[config.mk]
export PLATFORM = sky130hd
export DESIGN_NAME = i2c_master_xfer_seq
export DESIGN_NICKNAME = d
export VERILOG_FILES = /design/src/rtl/i2c_master_xfer_seq.sv
export SDC_FILE = /design/constraint.sdc
export NUM_CORES = 1
export LEC_CHECK = 0
export CORE_MARGIN = 10
export CORE_UTILIZATION = 50
export DETAILED_ROUTE_END_ITERATION = 8
export DONT_BUFFER_PORTS = 1
export GPL_ROUTABILITY_DRIVEN = 0
export REMOVE_ABC_BUFFERS = 1
export SLEW_MARGIN = 20
export SYNTH_ARGS = -nofsm -noshare
export SYNTH_HDL_FRONTEND = slang
export SYNTH_SLANG_ARGS = --single-unit
[constraint.sdc]
create_clock -name clk -period 5.8 [get_ports clk]
set_clock_uncertainty 0.15 [all_clocks]
set_input_delay 0.87 -clock clk [delete_from_list [all_inputs] [get_ports clk]]
set_output_delay 0.87 -clock clk [all_outputs]
set_load 0.1 [all_outputs]
[src/rtl/i2c_master_xfer_seq.sv]
// i2c_master_xfer_seq
// Register-style I2C transaction sequencer. Turns one {dev, reg, rnw, len}
// request into the byte-level command stream for the I2C byte controller,
// moves write/read data bytes, and reports one completion status per request.
module i2c_master_xfer_seq #(
  parameter int LEN_W = 4
) (
  input  logic             clk,
  input  logic             rstn,
  input  logic             req_valid,
  output logic             req_ready,
  input  logic             req_rnw,
  input  logic [6:0]       req_dev,
  input  logic [7:0]       req_reg,
  input  logic [LEN_W-1:0] req_len,
  input  logic             wdata_valid,
  input  logic [7:0]       wdata,
  output logic             wdata_ready,
  output logic             rdata_valid,
  output logic [7:0]       rdata,
  output logic             cmpl_valid,
  output logic [1:0]       cmpl_status,
  output logic             bc_start,
  output logic             bc_stop,
  output logic             bc_read,
  output logic             bc_write,
  output logic             bc_ack_in,
  output logic [7:0]       bc_din,
  input  logic             bc_done,
  input  logic             bc_ack_out,
  input  logic [7:0]       bc_dout,
  input  logic             bc_al
);

  typedef enum logic [2:0] {
    IDLE      = 3'd0,
    DEV_W     = 3'd1,
    REG       = 3'd2,
    DATA_W    = 3'd3,
    DEV_R     = 3'd4,
    DATA_R    = 3'd5,
    STOP_ONLY = 3'd6,
    CMPL      = 3'd7
  } state_t;

  // Command vector layout: {start, stop, read, write, ack_in}
  localparam logic [4:0] CMD_NONE     = 5'b00000;
  localparam logic [4:0] CMD_START_WR = 5'b10010;
  localparam logic [4:0] CMD_WR       = 5'b00010;
  localparam logic [4:0] CMD_WR_STOP  = 5'b01010;
  localparam logic [4:0] CMD_STOP     = 5'b01000;
  localparam logic [4:0] CMD_RD       = 5'b00100;
  localparam logic [4:0] CMD_RD_LAST  = 5'b01101;

  localparam logic [1:0] ST_OK   = 2'b00;
  localparam logic [1:0] ST_NACK = 2'b01;
  localparam logic [1:0] ST_AL   = 2'b10;
  localparam logic [1:0] ST_LEN  = 2'b11;

  localparam logic [LEN_W-1:0] LEN_ZERO = LEN_W'(0);
  localparam logic [LEN_W-1:0] LEN_ONE  = LEN_W'(1);
  localparam logic [LEN_W-1:0] LEN_TWO  = LEN_W'(2);

  state_t           state_r, state_s;
  logic             rnw_r, rnw_s;
  logic [6:0]       dev_r, dev_s;
  logic [7:0]       reg_r, reg_s;
  logic [LEN_W-1:0] rem_r, rem_s;
  logic [1:0]       status_r, status_s;
  logic             req_ready_r, req_ready_s;
  logic             wdata_ready_r, wdata_ready_s;
  logic             rdata_valid_r, rdata_valid_s;
  logic [7:0]       rdata_r, rdata_s;
  logic             cmpl_valid_r, cmpl_valid_s;
  logic [1:0]       cmpl_status_r, cmpl_status_s;
  logic [4:0]       cmd_r, cmd_s;
  logic [7:0]       din_r, din_s;
  logic             last_s;
  logic             bus_busy_s;
  logic [LEN_W-1:0] rem_dec_s;

  assign req_ready   = req_ready_r;
  assign wdata_ready = wdata_ready_r;
  assign rdata_valid = rdata_valid_r;
  assign rdata       = rdata_r;
  assign cmpl_valid  = cmpl_valid_r;
  assign cmpl_status = cmpl_status_r;
  assign bc_start    = cmd_r[4];
  assign bc_stop     = cmd_r[3];
  assign bc_read     = cmd_r[2];
  assign bc_write    = cmd_r[1];
  assign bc_ack_in   = cmd_r[0];
  assign bc_din      = din_r;

  // Next-state, next-command and next-output computation for the sequencer
  always_comb begin
    state_s       = state_r;
    rnw_s         = rnw_r;
    dev_s         = dev_r;
    reg_s         = reg_r;
    rem_s         = rem_r;
    status_s      = status_r;
    wdata_ready_s = 1'b0;
    rdata_valid_s = 1'b0;
    rdata_s       = rdata_r;
    cmpl_valid_s  = 1'b0;
    cmpl_status_s = cmpl_status_r;
    cmd_s         = cmd_r;
    din_s         = din_r;
    last_s        = (rem_r == LEN_ONE);
    bus_busy_s    = (state_r != IDLE) && (state_r != CMPL);
    rem_dec_s     = (rem_r != LEN_ZERO) ? (rem_r - LEN_ONE) : rem_r;

    if (bus_busy_s && bc_al) begin
      // Lost the bus: release everything, no stop, report arbitration loss.
      cmd_s    = CMD_NONE;
      status_s = ST_AL;
      state_s  = CMPL;
    end else begin
      case (state_r)
        IDLE: begin
          if (req_valid) begin
            rnw_s = req_rnw;
            dev_s = req_dev;
            reg_s = req_reg;
            rem_s = req_len;
            if (req_len == LEN_ZERO) begin
              status_s = ST_LEN;
              state_s  = CMPL;
            end else begin
              cmd_s   = CMD_START_WR;
              din_s   = {req_dev, 1'b0};
              state_s = DEV_W;
            end
          end else begin
            state_s = IDLE;
          end
        end
        DEV_W: begin
          if (bc_done) begin
            if (bc_ack_out) begin
              cmd_s    = CMD_STOP;
              status_s = ST_NACK;
              state_s  = STOP_ONLY;
            end else begin
              cmd_s   = CMD_WR;
              din_s   = reg_r;
              state_s = REG;
            end
          end else begin
            cmd_s = cmd_r;
          end
        end
        REG: begin
          if (bc_done) begin
            if (bc_ack_out) begin
              cmd_s    = CMD_STOP;
              status_s = ST_NACK;
              state_s  = STOP_ONLY;
            end else if (rnw_r) begin
              // Repeated start with the read address
              cmd_s   = CMD_START_WR;
              din_s   = {dev_r, 1'b1};
              state_s = DEV_R;
            end else begin
              cmd_s   = CMD_NONE;
              state_s = DATA_W;
            end
          end else begin
            cmd_s = cmd_r;
          end
        end
        DATA_W: begin
          if (cmd_r[1]) begin
            // A byte is on the wire; wait for it to finish.
            if (bc_done) begin
              rem_s = rem_dec_s;
              if (last_s) begin
                // Stop went out together with this byte.
                cmd_s    = CMD_NONE;
                status_s = bc_ack_out ? ST_NACK : ST_OK;
                state_s  = CMPL;
              end else if (bc_ack_out) begin
                cmd_s    = CMD_STOP;
                status_s = ST_NACK;
                state_s  = STOP_ONLY;
              end else begin
                cmd_s = CMD_NONE;
              end
            end else begin
              cmd_s = cmd_r;
            end
          end else if (wdata_valid) begin
            din_s         = wdata;
            wdata_ready_s = 1'b1;
            cmd_s         = last_s ? CMD_WR_STOP : CMD_WR;
          end else begin
            cmd_s = CMD_NONE;
          end
        end
        DEV_R: begin
          if (bc_done) begin
            if (bc_ack_out) begin
              cmd_s    = CMD_STOP;
              status_s = ST_NACK;
              state_s  = STOP_ONLY;
            end else begin
              cmd_s   = last_s ? CMD_RD_LAST : CMD_RD;
              state_s = DATA_R;
            end
          end else begin
            cmd_s = cmd_r;
          end
        end
        DATA_R: begin
          if (bc_done) begin
            rdata_s       = bc_dout;
            rdata_valid_s = 1'b1;
            rem_s         = rem_dec_s;
            if (last_s) begin
              cmd_s    = CMD_NONE;
              status_s = ST_OK;
              state_s  = CMPL;
            end else begin
              // The byte after this one is the last: NACK it and stop.
              cmd_s = (rem_r == LEN_TWO) ? CMD_RD_LAST : CMD_RD;
            end
          end else begin
            cmd_s = cmd_r;
          end
        end
        STOP_ONLY: begin
          if (bc_done) begin
            cmd_s   = CMD_NONE;
            state_s = CMPL;
          end else begin
            cmd_s = cmd_r;
          end
        end
        CMPL: begin
          cmpl_valid_s  = 1'b1;
          cmpl_status_s = status_r;
          cmd_s         = CMD_NONE;
          state_s       = IDLE;
        end
        default: begin
          cmd_s   = CMD_NONE;
          state_s = IDLE;
        end
      endcase
    end

    req_ready_s = (state_s == IDLE);
  end

  // State, request fields and registered outputs
  always_ff @(posedge clk or negedge rstn) begin
    if (!rstn) begin
      state_r       <= IDLE;
      rnw_r         <= 1'b0;
      dev_r         <= 7'd0;
      reg_r         <= 8'd0;
      rem_r         <= LEN_ZERO;
      status_r      <= 2'b00;
      req_ready_r   <= 1'b1;
      wdata_ready_r <= 1'b0;
      rdata_valid_r <= 1'b0;
      rdata_r       <= 8'd0;
      cmpl_valid_r  <= 1'b0;
      cmpl_status_r <= 2'b00;
      cmd_r         <= CMD_NONE;
      din_r         <= 8'd0;
    end else begin
      state_r       <= state_s;
      rnw_r         <= rnw_s;
      dev_r         <= dev_s;
      reg_r         <= reg_s;
      rem_r         <= rem_s;
      status_r      <= status_s;
      req_ready_r   <= req_ready_s;
      wdata_ready_r <= wdata_ready_s;
      rdata_valid_r <= rdata_valid_s;
      rdata_r       <= rdata_s;
      cmpl_valid_r  <= cmpl_valid_s;
      cmpl_status_r <= cmpl_status_s;
      cmd_r         <= cmd_s;
      din_r         <= din_s;
    end
  end

endmodule

======== Yosys cells after proc, flatten, opt, wreduce, memory -nomap -nowiden ========
Index checks and enable logic that the tools add are counted.
word-level totals
  register bits ........................... 52
  output and inout bits ................... 27
  word-level logic and storage cells ...... 145
  bits of input ports ..................... 43
cells by class
  equality and inequality tests ........... 33
  mux-type cells .......................... 76
  reduce and logical (&&, ||, !) cells .... 19
  add/sub/neg operators ................... 1
  bitwise gates (word level) .............. 1
operators with widths
  operator            number
  $mux 8              9
  $mux 5              12
  $mux 4              13
  $mux 3              16
  $pmux 5 s8          1
  $ne 3x3->1 const B  12
  $pmux 8 s4          1
  $pmux 3 s8          1
  $mux 2              11
  $ne 2x2->1 const B  10
  $reduce_and 8->1    2
  $eq 3x3->1 const B  4
  $pmux 4 s3          1
  $reduce_and 11->1   1
  $mux 1              10
  $pmux 2 s4          1
  $reduce_bool 4->1   2
  $reduce_and 7->1    1
  $eq 3x2->1 const B  2
  $logic_not 3->1     2
  $reduce_and 3->1    2
  $reduce_bool 3->1   2
  $reduce_bool 5->1   1
  $eq 4x1->1 const B  1
  other kinds (11)    12

======== Longest topological paths before layout ========
Gate-level depths: netlist of run 1.
  depth after elaboration ................. 7
  depth in mapped cells ................... 8
  mapped depth without buffers ............ 7

======== Worst setup path after synthesis of run 1 ========
No wires, ideal clock.
  path type ............................... input to register
  start ................................... input req_len[1]
  end ..................................... register status_r[0]
  path buffers ............................ 0
  library setup time ...................... 0.082 ns
  slack ................................... 3.316 ns
  stages .................................. 5
  required time ........................... 5.568 ns
  arrival ................................. 2.252 ns
  path through ............................ or4_4 > a221oi_2 > o2bb2ai_1 > or3_1 > a31oi_1
on the way
  longest elaborated chain between the ends .. 3
RTL lines
  what                        RTL line  text
  from (decl)                 15        input logic [LEN_W-1:0] req_len,
  $logic_not 4->1             127       if (req_len == LEN_ZERO) begin
  $ne 3x3->1 (no line)        --
  $reduce_and 8->1 (no line)  --
  to (signal assigned)        279       status_r <= status_s;
  to (decl)                   69        logic [1:0] status_r, status_s;
No other way between the ends.
A chain may end at the register's enable or synchronous reset.

======== Worst setup path after layout of run 1 ========
  start ................................... register state_r[1]
  end ..................................... register req_ready_r (netlist: req_ready)
on the way
  longest elaborated chain between the ends .. 7
  elaborated cells on any way between the ends .. 25
  classes of those cells .................. eq/ne: 8; mux: 12; reduce/logical: 5
RTL lines
  what                    RTL line  text
  from (decl)             64        state_t state_r, state_s;
  from (signal assigned)  274       state_r <= state_s;
  $mux 3                  183       end else if (bc_ack_out) begin
  $mux 3                  178       if (last_s) begin
  $mux 3                  176       if (bc_done) begin
  $mux 3                  174       if (cmd_r[1]) begin
  $pmux 3 s8              120       case (state_r)
  $mux 3 *                114       if (bus_busy_s && bc_al) begin
  $logic_not 3->1 *       253       req_ready_s = (state_s == IDLE);
  via req_ready_s         70        logic req_ready_r, req_ready_s;
  to (signal assigned)    280       req_ready_r <= req_ready_s;
  to (decl)               70
Mark *: on every way through the listed nets, which the timed path passes. The rest lies on a longest branch.

==> results_dict.tcl, run 1 <==
set metrics [dict create \
    synth_top_cell_by_area "dfrtp_1" \
    yosys.cell_types.count 52 \
    worstPathArrival_ps 2740 \
    post_synth_fa_ha_maj_area_fraction_pct 1.65 \
    netlist_instances 334 \
    fin_tns_setup_ps 0 \
    via_count 2422 \
    numClockSinks 52 \
    cp-start-kind "register" \
    cts_setup_buffers 0 \
    timing.final.setup_violations 0 \
    globalRouteMet2Util_pct 23.7 \
    design.die.area_um2 9580 \
    gr-total-overflow 0 \
    seq_area_frac_synth_pct 42.9 \
    layout.filler_cells 554 \
    place.port_buffers 0 \
    critPathMaxFanout 35 \
    grt_max_degree 53 \
    nets 368 \
    synth_xor_area_share_pct 0 \
    worst_slew_margin_rel_pct 30.7 \
    antenna_found_initial 0 \
    crit_type "reg2reg" \
    period_minus_slack_ps 2690 \
    finalMaxSlewViolations 0 \
    numCtsBuffers 5 \
    totalWireLength_um 7680 \
    use_met3_pct 6.77 \
    share_of_the_cycle_needed_by_the_critical_path_after_routing_pct 46.4 \
    worstMarginPinSlew_ps 1040 \
    post-synth-top-area-fraction_pct 42.1 \
    globalRoute.busiestLayer "met2" \
    detail_route.drc_violations 0 \
    setup_repair_after_global_routing_missed_its_margin "no" \
    core_um2 5920 \
    synth.area.top_cells "dfrtp_1 (42%), mux2_2 (10%), nand2_1 (7.8%)" \
    via_count_of_the_first_global_routing_pass 2366 \
    met1_usage_pct 20.3 \
    yosys.area_share.simple_pct 19.5 \
    synth.yosys.warnings 0 \
    worst_skew_pair.late_latency_ps 310 \
    synth_top_cells_by_count "nand2_1 (63), dfrtp_1 (51), mux2_2 (27), o21ai_0 (27), a21oi_1 (14)" \
    final-hold-violation-count 0 \
    post-synth-top-count-cell "nand2_1" \
    drtIter0Drc 227 \
    yosys-mux-area-fraction_pct 12.0 \
    cts-resized-gates 0 \
    synth_top_family_by_area "simple AND/OR/NAND/NOR gates" \
    synth_enable_flop_cells 0 \
    antenna_cells 0 \
    std_cell_rows 28 \
    achievable-frequency_mhz 372 \
    dp_hpwl_um 5350 \
    synth_compound_area_share_pct 18.9 \
    clock-root-buffer "clkbuf_8" \
    fp.dieH_um 97.9 \
    drv.max_cap_violation_count 0 \
    outcome "complete, no violations" \
    grt_pass1_wl_um 12600 \
    synth_area_um2 3030 \
    drt_pre_antenna_iters 5 \
    grtUsageTotal_pct 15.7 \
    critical_path.endpoint_type "register" \
    antenna_left 0 \
    synth-async-reset-ratio_pct 100 \
    hold_buffers 0 \
    routedWlPerCell_um 19.4 \
    pin_count 70 \
    mean_number_of_vias_per_cell 6.10 \
    yosys_register_bits 52 \
    effective_utilization_at_floorplan_pct 51.2 \
    worst-endpoint-required_ps 5850 \
    clk_pin_slew_ps 100 \
    ys.flop_type "dfrtp_1" \
    cts_tree "built" \
    htree_levels 2 \
    die_w_um 97.9 \
    ctsLongestPathBuffers 2 \
    syn_avg_cell_area_um2 9.08 \
    layout-drive-gt1-share_pct 14.9 \
    syn2layout_area_growth_pct 3.51 \
    holdCritPathClass "in2async" \
]
-- critical path, stage by stage (launching register included) --
cell and delay [ps]:
dfrtp_1 1040, nor3_1 170, and2_1 440, a21oi_1 340, o21ai_0 150, nor4b_1 300
-- area by class of cell --
type | instances | area (µm²) | share of cell area [%]
Timing Repair Buffer | 4 | 30.0 | 0.956
Tap cell | 75 | 93.8 | 2.99
Multi-Input combinational cell | 246 | 1580 | 50.2
Sequential cell | 52 | 1300 | 41.5
Clock inverter | 3 | 22.5 | 0.717
Clock buffer | 5 | 68.8 | 2.19
Inverter | 12 | 45.0 | 1.43
-- cells in the final DEF, fill, tap and decap left out, types with 2 or more instances in the layout --
cell type  count
a2bb2oi_1      2
clkbuf_8       5
a21o_1         2
a21oi_1       14
a21bo_2        2
dfrtp_1       51
o211ai_1       2
and3_1         2
and2_1         3
a22oi_1       13
buf_4          4
a31oi_1        3
mux2_2        27
mux2i_1        6
o21ai_0       27
o211a_1        2
nor2b_1        7
a2111oi_0      2
o221ai_1       2
nor4_1         3
nand2b_1       5
nand3_1        4
nor2_1        13
nor3_1         7
o31ai_1        3
o2bb2ai_1      2
nand4_1        2
nor3b_1        2
ha_1           4
or3_1          4
nor4b_1        2
inv_1         12
nand2_1       63
-- metal layers --
metal / routed length, µm / vias to the layer above / part of all wire [%]
li1: - / 1166 / -
met1: 3280 / 1150 / 43
met2: 3460 / 98 / 45
met3: 858 / 8 / 11
met4: 85 / 0 / 1.1
met5: 0 / - / 0
-- flip-flops by register name, indices dropped and copies added, names as in the netlist --
signal	flops
rdata_valid	1
wdata_ready	1
rem_r	4
rdata	8
req_ready	1
dev_r	7
cmpl_valid	1
bc_din	8
cmd_r	5
reg_r	8
state_r	3
cmpl_status	2
rnw_r	1
status_r	2
-- through the flow --
step	worst slack (ps)	hold slack [ps]	cells	area (µm²)	util, %
after floorplan	3250	292	310	2930	-
after global placement	3170	306	389	3050	51.5
after detailed placement	3150	309	389	3050	51.5
after CTS	3140	76.8	397	3140	53.0
after global routing	2800	65.9	397	3140	53.0
final	3110	88.6	397	3140	53.0
-- cell families (layout without fill, tap and decap cells) --
family	count (synthesis)	count (layout)
muxes	33	33
AOI/OAI and AO/OA	86	86
buffers and inverters	36	24
adders and majority gates	4	4
DFF	52	52
and+or+nand+nor	123	123
-- worst paths after layout --
| path | from | to | slack, ps | cells after the start |
|---|---|---|---|---|
| setup / recovery | state_r[1] | req_ready | 3110 | 5 |
| hold / removal | rstn | cmd_r[0] | 90 | 0 |
| setup reg to reg | state_r[1] | req_ready | 3110 | 5 |
| hold reg to reg | dev_r[3] | dev_r[3] | 330 | 2 |
| max in group asynchronous | rstn | req_ready | 5230 | 0 |
| min in group clk | dev_r[3] | dev_r[3] | 330 | 2 |
Power of run 1 is left out: the tool's default activity adds up to more than one toggle a clock period on the data nets, which glitch-free logic cannot reach.
==> run 2: changes to the inputs <==
- ABC_AREA: not set -> 1
- clock period: 5.8 -> 2.82 ns (I/O delays scaled with it)
==> results_dict.tcl, run 2 <==
set metrics [dict create \
    worst-endpoint-required_ps 2870 \
    cp-start-kind "register" \
    worstPathArrival_ps 2110 \
    synth.yosys.warnings 0 \
    ctsLongestPathBuffers 2 \
    die_w_um 98.4 \
    multi_input_area_um2 1550 \
    effective_utilization_at_floorplan_pct 51.6 \
    power_leakage_nw 1.68 \
    antenna_found_initial 0 \
    postLayoutSetupSlackWorst_ps 763 \
    achievable-frequency_mhz 486 \
    detail_route.drc_violations 0 \
    layout_commonest_cell "nand2_1" \
    numClockSinks 52 \
    synth_enable_flop_cells 0 \
    period_minus_slack_ps 2060 \
    ys.flop_type "dfrtp_1" \
    post_route_utilization_pct 54.5 \
    nets 462 \
    slowest_stage "dfrtp_1" \
    antenna_left 0 \
    critPathMaxStageDelay_ps 680 \
    drv.max_cap_violation_count 0 \
    totalWireLength_um 7640 \
    worst_slew_margin_rel_pct 38.1 \
    crit_type "reg2reg" \
    holdCritPathClass "in2reg" \
    fin_tns_setup_ps 0 \
    seq_area_frac_synth_pct 42.4 \
    fp.dieH_um 98.4 \
    final-hold-violation-count 0 \
    design.die.area_um2 9680 \
    clk_pin_slew_ps 100 \
    cts_tree "built" \
    clock-root-buffer "clkbuf_8" \
    grt_pass1_wl_um 12600 \
    core_um2 5960 \
    worst-path-buf-inv 2 \
    worst_skew_pair.late_latency_ps 300 \
    register_area_um2 1300 \
    drtIter0Drc 216 \
    finalMaxSlewViolations 0 \
    syn_avg_cell_area_um2 7.41 \
    cell_breakdown_of_the_critical_path "inv_4 -> nand3_1 -> inv_2 -> a31oi_1 -> nand2_1 -> nand2_1 -> o21ai_1" \
    routedWlPerCell_um 15.6 \
    cts_setup_buffers 0 \
    final_cells 491 \
    via_count_of_the_first_global_routing_pass 2495 \
    yosys.cell_types.count 35 \
    mean_number_of_vias_per_cell 5.32 \
    pin_count 70 \
    dp_hpwl_um 5810 \
    share_of_the_cycle_needed_by_the_critical_path_after_routing_pct 72.9 \
    synth-async-reset-ratio_pct 100 \
    layout.filler_cells 586 \
    setup_repair_after_global_routing_missed_its_margin "no" \
    via_count 2614 \
    dominant_delay_contributor_by_cell_family_on_the_critical_path "flip-flops" \
    hold_buffers 2 \
    std_cell_rows 28 \
    layout-drive-gt1-share_pct 10.8 \
    power.density_cell_area_nw_per_um2 1430 \
    grt_max_degree 53 \
    timing.final.setup_violations 0 \
    synth.area.top_cells "dfrtp_1 (42%), nand2_1 (21%), nand3_1 (4.7%)" \
    outcome "complete, no violations" \
    preCtsSetupSlack_ps 754 \
    power.ir.vdd_worst_mv 0.755 \
    netlist_instances 415 \
    grtUsageTotal_pct 15.5 \
    cts-resized-gates 0 \
    top_library_cells_by_usage_in_the_layout_fill_and_taps_aside "nand2_1 (171), dfrtp_1 (51), nor2_1 (33)" \
    synth_top_cells_by_count "nand2_1 (171), dfrtp_1 (51), nor2_1 (33)" \
    place.port_buffers 0 \
    synth_area_um2 3070 \
    critPathMaxFanout 10 \
    numCtsBuffers 5 \
    worstMarginPinSlew_ps 929 \
    critical_path.endpoint_type "register" \
    syn2layout_area_growth_pct 5.62 \
    gr-total-overflow 0 \
    yosys_register_bits 52 \
    drt_pre_antenna_iters 4 \
    critical-path-top-cell-by-count "nand2_1" \
    post-synth-top-count-cell "nand2_1" \
    hold_slack_final_ps 54.9 \
    antenna_cells 0 \
    synth_top_cell_by_area "dfrtp_1" \
    post-synth-top-area-fraction_pct 41.5 \
    place.detailed.instances 481 \
    htree_levels 2 \
]
[run 2: changes by cell type after synthesis, sizes merged, moves of 13 or more]
cell   previous run  this run
nand3             4        33
a22oi            13         0
inv              12        34
nand2            63       180
nor2             13        40
mux2             27         0
[run 2: per-stage QoR]
| step | area, µm² | total power, W |
|---|---|---|
| finish | 3250 | 0.00465 |
| global route | 3250 | 0.00500 |
| CTS | 3250 | 0.00469 |
| detailed placement | 3090 | 0.00413 |
| global placement | 3090 | 0.00411 |
| floorplan | 2990 | 0.00372 |
[run 2: cell type report]
class	instances	area share, %
Clock inverter	3	1.43
Multi-Input combinational cell	318	47.8
Tap cell	75	2.89
Clock buffer	5	2.12
Sequential cell	52	40.1
Timing Repair Buffer	4	1.62
Inverter	34	4.01
[run 2: power by group]
| part | switching [W] | internal (W) | total, W |
|---|---|---|---|
| Combinational | 0.00114 | 0.000571 | 0.00171 |
| Sequential | 0.00136 | 0.00105 | 0.00241 |
| Clock | 0.000259 | 0.000269 | 0.000528 |
| Total | 0.00275 | 0.00189 | 0.00465 |
[run 2: logic make-up after synthesis]
group                    after synthesis  share of synthesized area (%)
AND/OR/NAND/NOR                      266                           39.6
flip-flops                            52                           42.4
AO/OA/AOI/OAI                         47                           9.04
buffers and inverters                 45                           7.12
adder cells (fa/ha/maj)                4                           1.63
XOR/XNOR                               1                          0.285
[run 2: worst paths after layout]
path                             startpoint           to  slack, ps  cells after the start
worst max-delay path             state_r[2]     cmd_r[1]        760                      7
worst min-delay path                  bc_al  wdata_ready         50                      1
worst max register to register   state_r[2]     cmd_r[1]        760                      7
worst min register to register  status_r[1]  status_r[1]        330                      2
max in group asynchronous              rstn    req_ready       1720                      2
min in group asynchronous              rstn     rem_r[1]        500                      2
[run 2: layer usage]
metal  global-route usage (%)  routed length (µm)  up-vias
met4                     3.53                  84        0
li1                         -                   -     1328
met5                        0                   0        -
met2                     24.6                3520       89
met1                     19.7                3400     1188
met3                     5.31                 639        9
Power figures use the tool's default switching activity.
